## src/rtl/plan_stream_tx.sv

```systemverilog
// plan_stream_tx: streams a small table of plan records to a checker
// over valid/ready and collects one verdict bit per plan.
module plan_stream_tx #(
  parameter int N_PLANS = 5,
  parameter int W       = 6
) (
  input  logic               clk,
  input  logic               rst_n,
  input  logic               wr_en,
  input  logic [2:0]         wr_idx,
  input  logic [W-1:0]       wr_cost,
  input  logic [W-1:0]       wr_talk,
  input  logic [W-1:0]       wr_data,
  input  logic               start,
  output logic               busy,
  output logic               tx_valid,
  input  logic               tx_ready,
  output logic [2:0]         tx_idx,
  output logic [W-1:0]       tx_cost,
  output logic [W-1:0]       tx_talk,
  output logic [W-1:0]       tx_data,
  output logic               tx_last,
  input  logic               rsp_valid,
  input  logic               rsp_match,
  output logic               done,
  output logic [N_PLANS-1:0] match_vec,
  output logic               any_match
);

  localparam logic [3:0] LP_N    = 4'(N_PLANS);
  localparam logic [2:0] LP_LAST = 3'(N_PLANS - 1);

  typedef enum logic [1:0] {
    S_IDLE,
    S_SEND,
    S_WAIT,
    S_DONE
  } state_t;

  state_t r_state;
  state_t w_nxt;

  logic [W-1:0]       r_cost [N_PLANS];
  logic [W-1:0]       r_talk [N_PLANS];
  logic [W-1:0]       r_data [N_PLANS];
  logic [2:0]         r_idx;
  logic [N_PLANS-1:0] r_match;
  logic               r_any;

  logic               w_we;
  logic               w_send;
  logic               w_clr;
  logic               w_inc;
  logic               w_fin;
  logic [N_PLANS-1:0] w_vec;

  assign w_we = wr_en && (r_state == S_IDLE)
             && ({1'b0, wr_idx} < LP_N);

  // Table write port, usable only while idle
  always_ff @(posedge clk or negedge rst_n) begin
    if (!rst_n) begin
      for (int i = 0; i < N_PLANS; i++) begin
        r_cost[i] <= '0;
        r_talk[i] <= '0;
        r_data[i] <= '0;
      end
    end else if (w_we) begin
      r_cost[wr_idx] <= wr_cost;
      r_talk[wr_idx] <= wr_talk;
      r_data[wr_idx] <= wr_data;
    end
  end

  // State register
  always_ff @(posedge clk or negedge rst_n) begin
    if (!rst_n) r_state <= S_IDLE;
    else        r_state <= w_nxt;
  end

  // Next state and datapath controls
  always_comb begin
    w_nxt = r_state;
    w_clr = 1'b0;
    w_inc = 1'b0;
    w_fin = 1'b0;
    w_vec = r_match;
    unique case (r_state)
      S_IDLE: begin
        if (start) begin
          w_nxt = S_SEND;
          w_clr = 1'b1;
        end
      end
      S_SEND: begin
        if (tx_ready) w_nxt = S_WAIT;
      end
      S_WAIT: begin
        if (rsp_valid) begin
          w_vec[r_idx] = rsp_match;
          if (r_idx == LP_LAST) begin
            w_nxt = S_DONE;
            w_fin = 1'b1;
          end else begin
            w_nxt = S_SEND;
            w_inc = 1'b1;
          end
        end
      end
      S_DONE: begin
        w_nxt = S_IDLE;
      end
      default: w_nxt = S_IDLE;
    endcase
  end

  // Index, verdict vector and any-match flag
  always_ff @(posedge clk or negedge rst_n) begin
    if (!rst_n) begin
      r_idx   <= '0;
      r_match <= '0;
      r_any   <= 1'b0;
    end else if (w_clr) begin
      r_idx   <= '0;
      r_match <= '0;
      r_any   <= 1'b0;
    end else begin
      r_match <= w_vec;
      if (w_inc) r_idx <= r_idx + 3'd1;
      if (w_fin) r_any <= |w_vec;
    end
  end

  assign w_send    = (r_state == S_SEND);
  assign busy      = (r_state != S_IDLE);
  assign done      = (r_state == S_DONE);
  assign tx_valid  = w_send;
  assign tx_idx    = w_send ? r_idx : 3'd0;
  assign tx_cost   = w_send ? r_cost[r_idx] : '0;
  assign tx_talk   = w_send ? r_talk[r_idx] : '0;
  assign tx_data   = w_send ? r_data[r_idx] : '0;
  assign tx_last   = w_send && (r_idx == LP_LAST);
  assign match_vec = r_match;
  assign any_match = r_any;

endmodule

```

## config.mk

```make
export PLATFORM = sky130hd
export DESIGN_NAME = plan_stream_tx
export DESIGN_NICKNAME = d
export VERILOG_FILES = /design/src/rtl/plan_stream_tx.sv
export SDC_FILE = /design/constraint.sdc
export NUM_CORES = 1
export LEC_CHECK = 0
export CORE_ASPECT_RATIO = 0.75
export CORE_MARGIN = 4
export CORE_UTILIZATION = 25
export DETAILED_ROUTE_END_ITERATION = 6
export HOLD_SLACK_MARGIN = 0.05
export PLACE_DENSITY = 0.46
export SKIP_LAST_GASP = 1
export SYNTH_ARGS = -nofsm -noshare
export SYNTH_HDL_FRONTEND = slang
export SYNTH_SLANG_ARGS = --single-unit
```

## constraint.sdc

```tcl
create_clock -name clk -period 4.35 [get_ports clk]
set_clock_uncertainty 0.05 [all_clocks]
set_input_delay 0.6525 -clock clk [delete_from_list [all_inputs] [get_ports clk]]
set_output_delay 0.6525 -clock clk [all_outputs]
set_load 0.05 [all_outputs]
```

After elaboration in Yosys (flattened, before gate mapping)
Index checks and enable logic that the tools add are counted.
{ "totals": {"out_inout_bits": 31, "input_bits": 28, "register_bits": 101, "word_cells": 87} }
{ "classes": {"n_mux": 41, "reduce_logical": 11, "n_eq_ne": 7, "n_bitwise": 2, "addsub": 1, "magnitude_cmp": 6} }
{ "op_table": {"columns": ["cell", "n"], "rows": [
  ["$bwmux 30", 3],
  ["$mux 6", 10],
  ["$bmux 6 s3", 3],
  ["$demux 6 s3", 1],
  ["$mux 5", 3],
  ["$mux 1", 11],
  ["$mux 3", 3],
  ["$ge 4x4->1 const B", 2],
  ["$mux 2", 4],
  ["$not 3->4", 2],
  ["$pmux 2 s4", 1],
  ["$ne 2x2->1 const B", 3],
  ["$reduce_bool 2->1", 3],
  ["$bwmux 5", 1],
  ["$logic_and 1x1->1", 5],
  ["$reduce_or 5->1", 1],
  ["$eq 2x2->1 const B", 2],
  ["$lt 3x4->1 const B", 1],
  ["$lt 4x1->1 const B", 1],
  ["$add 3x1->3 const B", 1],
  ["$demux 1 s3", 1],
  ["$eq 3x3->1 const B", 1],
  ["$ge 3x1->1 const B", 1],
  ["$lt 3x3->1 const B", 1],
  ["3 further kinds", 3]
]} }

Depth between registers and ports, before layout
Gate-level depths: netlist of the first run.
{ "logic_depth": {"word_depth": 10, "ltp_mapped": 8, "mapped_depth_nobuf": 6} }

Worst setup path before layout of the first run
No wires, ideal clock.
{ "synth_path": {"path_kind": "register -> output", "from": "register r_idx[1]", "to": "output port tx_cost[5]", "path_stages_with_launch": 7, "required_ns": 3.648, "n_path_buf": 3, "arrival_ns": 1.920, "setup_slack_ns": 1.728, "cell_sequence": "dfrtp_1 > buf_2 > buf_2 > nor2_1 > buf_2 > nand3_1 > a21oi_1"} }
{ "synth_between": {"elab_chain_cells": 5} }
{ "synth_lines": {"columns": ["item", "line", "source"], "rows": [
  ["start, declared", "46", "logic [2:0] r_idx;"],
  ["start signal, assigned", "129", "if (w_inc) r_idx <= r_idx + 3'd1;"],
  ["$not 3->4 (not written as such)", "139", "assign tx_cost = w_send ? r_cost[r_idx] : '0;"],
  ["$bmux 6 s3", "139", null],
  ["$mux 6 (not written as such) (2 in series)", "139", null],
  ["$mux 6", "139", null],
  ["end, declared", "19", "output logic [W-1:0] tx_cost,"]
]} }
No other way between the ends. The select of a mux whose other input is x is not followed.

Worst setup path after layout of the first run
{ "layout_path": {"from": "register r_idx[1]", "to": "output port tx_data[0]"} }
{ "layout_between": {"elab_chain_cells": 5} }
{ "layout_lines": {"columns": ["item", "line", "source"], "rows": [
  ["$not 3->4 (not written as such)", "141", "assign tx_data = w_send ? r_data[r_idx] : '0;"],
  ["$bmux 6 s3", "141", null],
  ["$mux 6 (not written as such) (2 in series)", "141", null],
  ["$mux 6", "141", null],
  ["end, declared", "21", "output logic [W-1:0] tx_data,"]
]} }
No other way between the ends. The select of a mux whose other input is x is not followed.

==> results.cfg, run 1 <==
[final_layout]
final_cell_mix = dfrtp_1, mux2_2, clkdlybuf4s50_1
syn2layout_area_growth_pct = 21.55
nFillCells = 1955
drive_above_1_share = 0.3438
fin_cells = 666
final_area_sq_um = 5948
final_common_cell = dfrtp_1
antenna_cells = 0
fin_nets = 438
ff_latch_area_sq_um = 2529
final_util = 0.3087
multiInputGateArea_sq_um = 2173

[worst_setup_path]
crit_path_frequent_cell = buf_4
critPathMaxFanout = 16
cp_cell_sequence = buf_4 -> nor2_1 -> buf_4 -> nand3_1 -> a21oi_1 -> clkdlybuf4s50_1
crit_type = flop to output port
crit_slowest_cell = clkdlybuf4s50_1
crit_arrival_ns = 2.95
worstPathRequired_ns = 3.65
worst_path_largest_cell_delay_ns = 0.87
start_kind = flop
worstSetupEndpointType = output port

[placed_design]
place_area_sq_um = 5679
detailed_place_hpwl_mm = 7.554
place_inst = 650
dpl_worst_slack_ns = 1.069
gp_congestion = 0.7340
port_buffers = 58

[clock_network]
postCtsHoldBufs = 0
clock_latency_ns = 0.34
cts_tree = built
clockBufferDepth = 2
clock-sinks = 101
cts_setup_buffers = 0
clk_pin_slew_ns = 0.07
cts_buffers = 9
cts-resized-gates = 0
htree_levels = 3
clock_tree.root_cell = clkbuf_16

[timing]
fin_ws_ns = 0.6933
rsz0062_at_grt = no
hold_viol = 0
finalCriticalPeriod_ns = 3.657
finalSetupTns_ns = 0
finalMaxSlewViolations = 0
slew_headroom = 0.3640
timing.final.crit_share = 0.8406
max_freq_mhz = 273.5
worstMarginPinSlew_ns = 0.9540
report.final.setup_viol = 0

[power_and_ir_drop]
total_leakage_power_nw = 2.390
combPwrFrac = 0.409
clkPwrFrac = 0.186
ir_drop_v = 0.0002481
p_int_mw = 2.557
power.share.switching = 0.3612
power_switching_mw = 1.446
power_frac_seq = 0.405
power.density_nw_per_um2 = 673.0

[job]
drv_cap = 0

[synth]
synth_seq_cells = 101
synth_fa_ha_area_frac = 0.005114
synth_mux_area_frac = 0.3002
yosysUniqueCellTypes = 38
syn_inst = 353
synth_top_family_by_area = multiplexers
syn_area_sq_um = 4893
synthFlopType = dfrtp_1
synth_xor_area_frac = 0.001790
ys.warnings.count = 0
synthSimpleGateAreaFrac = 0.1033
synth-seq-area-share = 0.5165
synth.avg_cell_area_sq_um = 13.86
synth.top_cell.area_share = 0.5165
synth_async_sr_flop_share = 1.000
syn-num-nets = 383
yosysTopAreaCell = dfrtp_1
synth.top_cells.by_area = dfrtp_1, mux2_2, mux4_2
synth_compound_area_frac = 0.03375
synth_edf_count = 0

[global_route]
grt_pass1_vias = 3182
grt_pass1_wl_mm = 18.32
grt_max_degree = 75
grt_usage = 0.1086
grt_antenna_before_repair = 1
overflow = 0

[die]
rows = 44
ios = 59
core_sq_um = 19270
die_y_microns = 129.2
die_area_sq_um = 21900
die_w_microns = 169.6
start_util = 0.2540

[detailed_routing]
detail-route-antenna-nets = 0
avgRoutedWirePerCell_microns = 17.51
totalWireLength_mm = 11.66
drc_errors = 0
detail_route.iter0.violations = 174
num_vias = 3028
dr.pass1.iters = 4
routed_via_density = 4.547

[run_status]
status = finished, final reports clean

[min_path]
worst_hold_path_type = input pin to async pin
==> worst paths after layout <==
path,startpoint,endpoint,slack (ns),cells after the start
max in group asynchronous,rst_n,r_data[13],2.89,2
max reg2reg,r_state[0],r_cost[14],2.27,4
min,rst_n,match_vec[2],0.39,1
min in group clk,r_cost[27],r_cost[27],0.45,1
min reg2reg,r_cost[27],r_cost[27],0.45,1
max,r_idx[1],tx_data[0],0.69,6
==> power by group through the flow <==
stage,sequential [mW],clock (mW),combinational [mW]
after CTS,1.62,0.776,1.67
after detailed placement,1.64,0,1.66
after global placement,1.62,0,1.64
final,1.62,0.745,1.64
after floorplan,1.56,0,1.23
after global routing,1.67,0.805,1.76
==> logic make-up (layout without fill, tap and decap cells) <==
kind of cell	count (synthesis)	after routing
compound gates	29	29
xor+xnor	1	1
fa+ha+maj	2	2
buf+inv	27	87
flops	101	101
mux	113	113
simple gates	80	80
==> state kept, by name (all words and copies together), names as in the netlist <==
name       cells
r_cost        30
r_data        30
r_idx          3
match_vec      5
r_state        2
r_talk        30
any_match      1
==> cell usage after synthesis (2+ instances only) <==
library cell	n
nor2_1	12
ha_1	2
buf_12	2
a311oi_1	2
buf_4	3
clkbuf_1	7
inv_1	4
mux4_2	18
dfrtp_1	101
buf_2	6
a21oi_1	22
and4b_1	2
nor4b_1	2
nand2_1	6
and2_1	3
mux2i_1	5
mux2_2	90
nand2b_1	20
buf_6	4
nand3_1	24
==> metal layers <==
metal / vias up / routed length (microns) / track usage
li1: 1396 / - / -
met1: 1567 / 5552 / 0.1471
met2: 52 / 5510 / 0.1761
met3: 11 / 466 / 0.02836
met4: 2 / 118 / 0.02556
met5: - / 12 / 0
==> worst max-delay path, delay by kind of cell (launching register included) <==
kind | cells | cell delay [ns]
compound gates | 1 | 0.34
buf+inv | 3 | 1.46
flops | 1 | 0.54
simple gates | 2 | 0.27
==> layout make-up <==
class / instances / share of cell area
clock buffer: 11 / 0.03912
clock inverter: 5 / 0.006100
inverter: 4 / 0.002524
multi-input combinational: 225 / 0.3654
sequential: 101 / 0.4251
tap: 253 / 0.05322
timing repair buffer: 67 / 0.1085
==> through the flow <==
step / power, mW / hold slack (ns)
after floorplan: 2.789 / 0.3069
after global placement: 3.260 / 0.4327
after detailed placement: 3.301 / 0.4402
after CTS: 4.064 / 0.4437
after global routing: 4.240 / 0.4640
final: 4.003 / 0.3939
No activity file was read; power rests on OpenSTA's default activity.
==> run 2, diff against run 1 <==
clock period = 3.4 ns   (was 4.35 ns; I/O delays follow)
==> results.cfg, run 2 (synthesis results as in run 1) <==
[detailed_routing]
avgRoutedWirePerCell_microns = 17.61
drc_errors = 0
num_vias = 3088
dr.pass1.iters = 4
totalWireLength_mm = 11.78
detail_route.iter0.violations = 131
detail-route-antenna-nets = 0
routed_via_density = 4.616

[die]
start_util = 0.2540
die_y_microns = 129.2
ios = 59
die_area_sq_um = 21900
die_w_microns = 169.6
rows = 44
core_sq_um = 19270

[timing]
fin_hold_ws_ns = 0.2194
finalSetupTns_ns = 0
finalMaxSlewViolations = 0
slew_headroom = 0.4406
timing.final.crit_share = 0.8422
worstMarginPinSlew_ns = 0.8391
hold_viol = 0
report.final.setup_viol = 0
finalCriticalPeriod_ns = 2.863
max_freq_mhz = 349.2
rsz0062_at_grt = no

[min_path]
worst_hold_path_type = input pin to async pin

[final_layout]
final_common_cell = dfrtp_1
final_util = 0.3219
syn2layout_area_growth_pct = 26.75
antenna_cells = 0
final_cell_mix = dfrtp_1, mux2_2, clkdlybuf4s50_1
drive_above_1_share = 0.3966
reg.largest.list = r_cost: 30 flops, r_data: 30 flops, r_talk: 30 flops
fin_nets = 441

[run_status]
status = finished, final reports clean

[placed_design]
port_buffers = 58
gp_congestion = 0.7532
detailed_place_hpwl_mm = 7.664

[worst_setup_path]
cpLargestDelayFamily = buffers and inverters
cp_cell_sequence = nand2b_1 -> buf_4 -> inv_1 -> and2_1 -> clkdlybuf4s50_1
worstSetupEndpointType = output port
worst_path_largest_cell_delay_ns = 0.80
start_kind = flop
crit_slowest_cell = clkdlybuf4s50_1
critPathMaxFanout = 15
worstPathRequired_ns = 2.84
crit_arrival_ns = 2.30
critPathBufInv = 3
crit_type = flop to output port

[clock_network]
clockBufferDepth = 2
clock_tree.root_cell = clkbuf_16
cts_buffers = 9
htree_levels = 3
cts_setup_buffers = 0
postCtsHoldBufs = 0
cts-resized-gates = 0
clk_pin_slew_ns = 0.07
cts_tree = built
clock-sinks = 101
clock_latency_ns = 0.34

[global_route]
grt_max_degree = 63
overflow = 0
grt_pass1_vias = 3327
grt_usage = 0.1122
grt_antenna_before_repair = 0
grt_pass1_wl_mm = 18.98

[job]
drv_cap = 0

[power_and_ir_drop]
power.density_nw_per_um2 = 886.9
total_leakage_power_nw = 2.527
ir_drop_v = 0.0003766
run 2: metrics by stage:
stage	std cells	cell area [sq um]	setup WS, ns	total power, mW
after detailed placement	653	5901	0.7549	4.518
after floorplan	353	4893	0.9205	3.568
after global routing	669	6202	0.4665	5.825
final	669	6202	0.5366	5.501
after global placement	653	5901	0.8144	4.453
after CTS	669	6202	0.5109	5.586
run 2: path summary, 6_finish.rpt:
| check | endpoint | cells past startpoint | startpoint | slack [ns] |
|---|---|---|---|---|
| max | tx_idx[2] | 5 | r_state[1] | 0.54 |
| min in group clk | r_talk[15] | 1 | r_talk[15] | 0.45 |
| max reg2reg | r_cost[15] | 4 | r_state[0] | 1.35 |
| min reg2reg | r_talk[15] | 1 | r_talk[15] | 0.45 |
| min | match_vec[2] | 1 | rst_n | 0.22 |
| max in group asynchronous | r_data[4] | 2 | rst_n | 2.36 |
run 2: worst reg2reg max path, stage by stage (launching register included):
cell and delay [ns]:
dfrtp_1 0.48, nor3_4 0.33, nand3_2 0.13, nor2_4 0.53
mux2_2 0.41
run 2: report_power, final:
part	internal (mW)	switching (mW)	total, mW	leakage (nW)
Combinational	1.24	1.15	2.39	1.13
Sequential	1.76	0.307	2.06	1.25
Clock	0.593	0.448	1.04	0.142
Total	3.59	1.91	5.50	2.53
run 2: cell type report:
class,count,area [sq um]
Clock inverter,5,58.81
Inverter,4,15.01
Tap cell,253,316.6
Multi-Input combinational cell,225,2173
Sequential cell,101,2527
Timing Repair Buffer,70,868.3
Fill cell,1911,13070
Clock buffer,11,242.7
run 2: per-layer routing:
| layer | share of wire | routed length, microns | track usage | vias up |
|---|---|---|---|---|
| met1 | 0.46 | 5423 | 0.1462 | 1609 |
| met4 | 0.0072 | 85 | 0.02272 | 0 |
| met2 | 0.49 | 5758 | 0.1916 | 61 |
| li1 | - | - | - | 1411 |
| met3 | 0.044 | 514 | 0.02806 | 7 |
| met5 | 0 | 0 | 0 | - |
==> run 3, diff against run 2 <==
clock period = 2.7 ns   (was 3.4 ns; I/O delays follow)
==> results.cfg, run 3 (synthesis results as in run 1) <==
[final_layout]
drive_above_1_share = 0.4109
ff_latch_area_sq_um = 2527
reg.largest.list = r_cost: 30 flops, r_data: 30 flops, r_talk: 30 flops
fin_nets = 446
final_common_cell = dfrtp_1
syn2layout_area_growth_pct = 29.10
fin_cells = 674
multiInputGateArea_sq_um = 2173
nFillCells = 1880
antenna_cells = 0
final_cell_mix = dfrtp_1, mux2_2, clkdlybuf4s50_1

[worst_setup_path]
start_kind = flop
worstPathRequired_ns = 2.25
worstSetupEndpointType = output port
cp_cell_sequence = nand2b_1 -> buf_4 -> a21oi_1 -> buf_12
critPathMaxFanout = 9
crit_type = flop to output port
crit_arrival_ns = 2.02
cpLargestDelayFamily = buffers and inverters
worst_path_largest_cell_delay_ns = 0.47
critPathBufInv = 2
crit_slowest_cell = dfrtp_1

[die]
die_y_microns = 129.2
die_w_microns = 169.6
core_sq_um = 19270
ios = 59
start_util = 0.2540
die_area_sq_um = 21900
rows = 44

[power_and_ir_drop]
clkPwrFrac = 0.203
power.share.switching = 0.3401
power_switching_mw = 2.399
ir_drop_v = 0.0004706
total_leakage_power_nw = 2.586
power_frac_seq = 0.364
combPwrFrac = 0.433
p_int_mw = 4.654
power.density_nw_per_um2 = 1116

[timing]
timing.final.crit_share = 0.9178
worstMarginPinSlew_ns = 0.5086
rsz0062_at_grt = no
slew_headroom = 0.6599
finalCriticalPeriod_ns = 2.478
finalSetupTns_ns = 0
hold_viol = 0
finalMaxSlewViolations = 0
report.final.setup_viol = 0
max_freq_mhz = 403.6

[clock_network]
htree_levels = 3
clock-sinks = 101
clock_latency_ns = 0.34
clockBufferDepth = 2
cts_setup_buffers = 0
clk_pin_slew_ns = 0.07
cts_buffers = 9
cts-resized-gates = 0
cts_tree = built
clock_tree.root_cell = clkbuf_16

[detailed_routing]
detail-route-antenna-nets = 0
totalWireLength_mm = 11.51
num_vias = 3093
detail_route.iter0.violations = 150
routed_via_density = 4.589
drc_errors = 0
avgRoutedWirePerCell_microns = 17.07
dr.pass1.iters = 4

[global_route]
grt_usage = 0.1127
grt_antenna_before_repair = 0
grt_pass1_wl_mm = 19.27
grt_max_degree = 70
grt_pass1_vias = 3475
overflow = 0

[placed_design]
gp_congestion = 0.7405
port_buffers = 58
place_inst = 657
detailed_place_hpwl_mm = 7.656

[run_status]
status = finished, final reports clean

[job]
drv_cap = 0

[min_path]
worst_hold_path_type = flop to flop
## run 3: cell types whose count changed in the layout (fill, tap and decap cells not counted)
cell	change
buf_12	+4
clkbuf_1	-1
clkdlybuf4s50_1	-3
clkbuf_8	+1
bufinv_16	+1
dlygate4sd3_1	+1
clkinvlp_4	-1
buf_4	+3
## run 3: repair_timing
action | 4_1_cts | 5_1_grt
hold endpoints to repair | 32 | 0
setup endpoints to repair | 0 | 0
hold buffers | 1 | 0
## run 3: worst register-to-register path, delay by kind of cell (launching register included)
family                 cells  cell delay, ns
buffers and inverters      1            0.19
multiplexers               1            0.36
flip-flops                 1            0.46
AND/OR/NAND/NOR            2            0.61
## run 3: final cells by class
class / count / area share
timing repair buffer: 75 / 0.1505
sequential: 101 / 0.4001
inverter: 4 / 0.002377
clock inverter: 5 / 0.01287
multi-input combinational: 225 / 0.3440
clock buffer: 11 / 0.04001
tap: 253 / 0.05011
## run 3: worst paths after layout
path | start | end | slack (ns) | cells after the start
worst max register to register | r_state[0] | r_talk[23] | 0.91 | 4
min in group asynchronous | rst_n | r_idx[2] | 0.50 | 2
worst min-delay path | r_data[12] | r_data[12] | 0.45 | 1
worst min register to register | r_data[12] | r_data[12] | 0.45 | 1
worst max-delay path | r_state[1] | tx_cost[5] | 0.22 | 4
max in group asynchronous | rst_n | r_talk[5] | 1.37 | 3
## run 3: layer usage
metal,GRT usage,up-vias,wire length [microns]
li1,-,1410,-
met1,0.1491,1600,5352
met2,0.1892,69,5537
met3,0.02775,14,504
met4,0.02508,0,112
met5,0,-,0
## run 3: power by group through the flow
| stage | logic (mW) | clock network [mW] | registers [mW] |
|---|---|---|---|
| CTS | 3.11 | 1.49 | 2.57 |
| finish | 3.06 | 1.43 | 2.57 |
| global route | 3.30 | 1.54 | 2.66 |
| global placement | 3.06 | 0 | 2.56 |
| floorplan | 1.99 | 0 | 2.51 |
| detailed placement | 3.10 | 0 | 2.60 |
## run 3: stage by stage
stage | setup WS, ns | instance area [sq um] | hold WS, ns | utilization | total power, mW
floorplan | 0.3255 | 4893 | 0.05941 | - | 4.493
global placement | 0.4502 | 5973 | 0.3315 | 0.3100 | 5.621
detailed placement | 0.4107 | 5973 | 0.3354 | 0.3100 | 5.696
CTS | 0.1539 | 6317 | 0.4565 | 0.3279 | 7.165
global route | 0.08591 | 6317 | 0.4660 | 0.3279 | 7.502
finish | 0.2220 | 6317 | 0.4531 | 0.3279 | 7.052
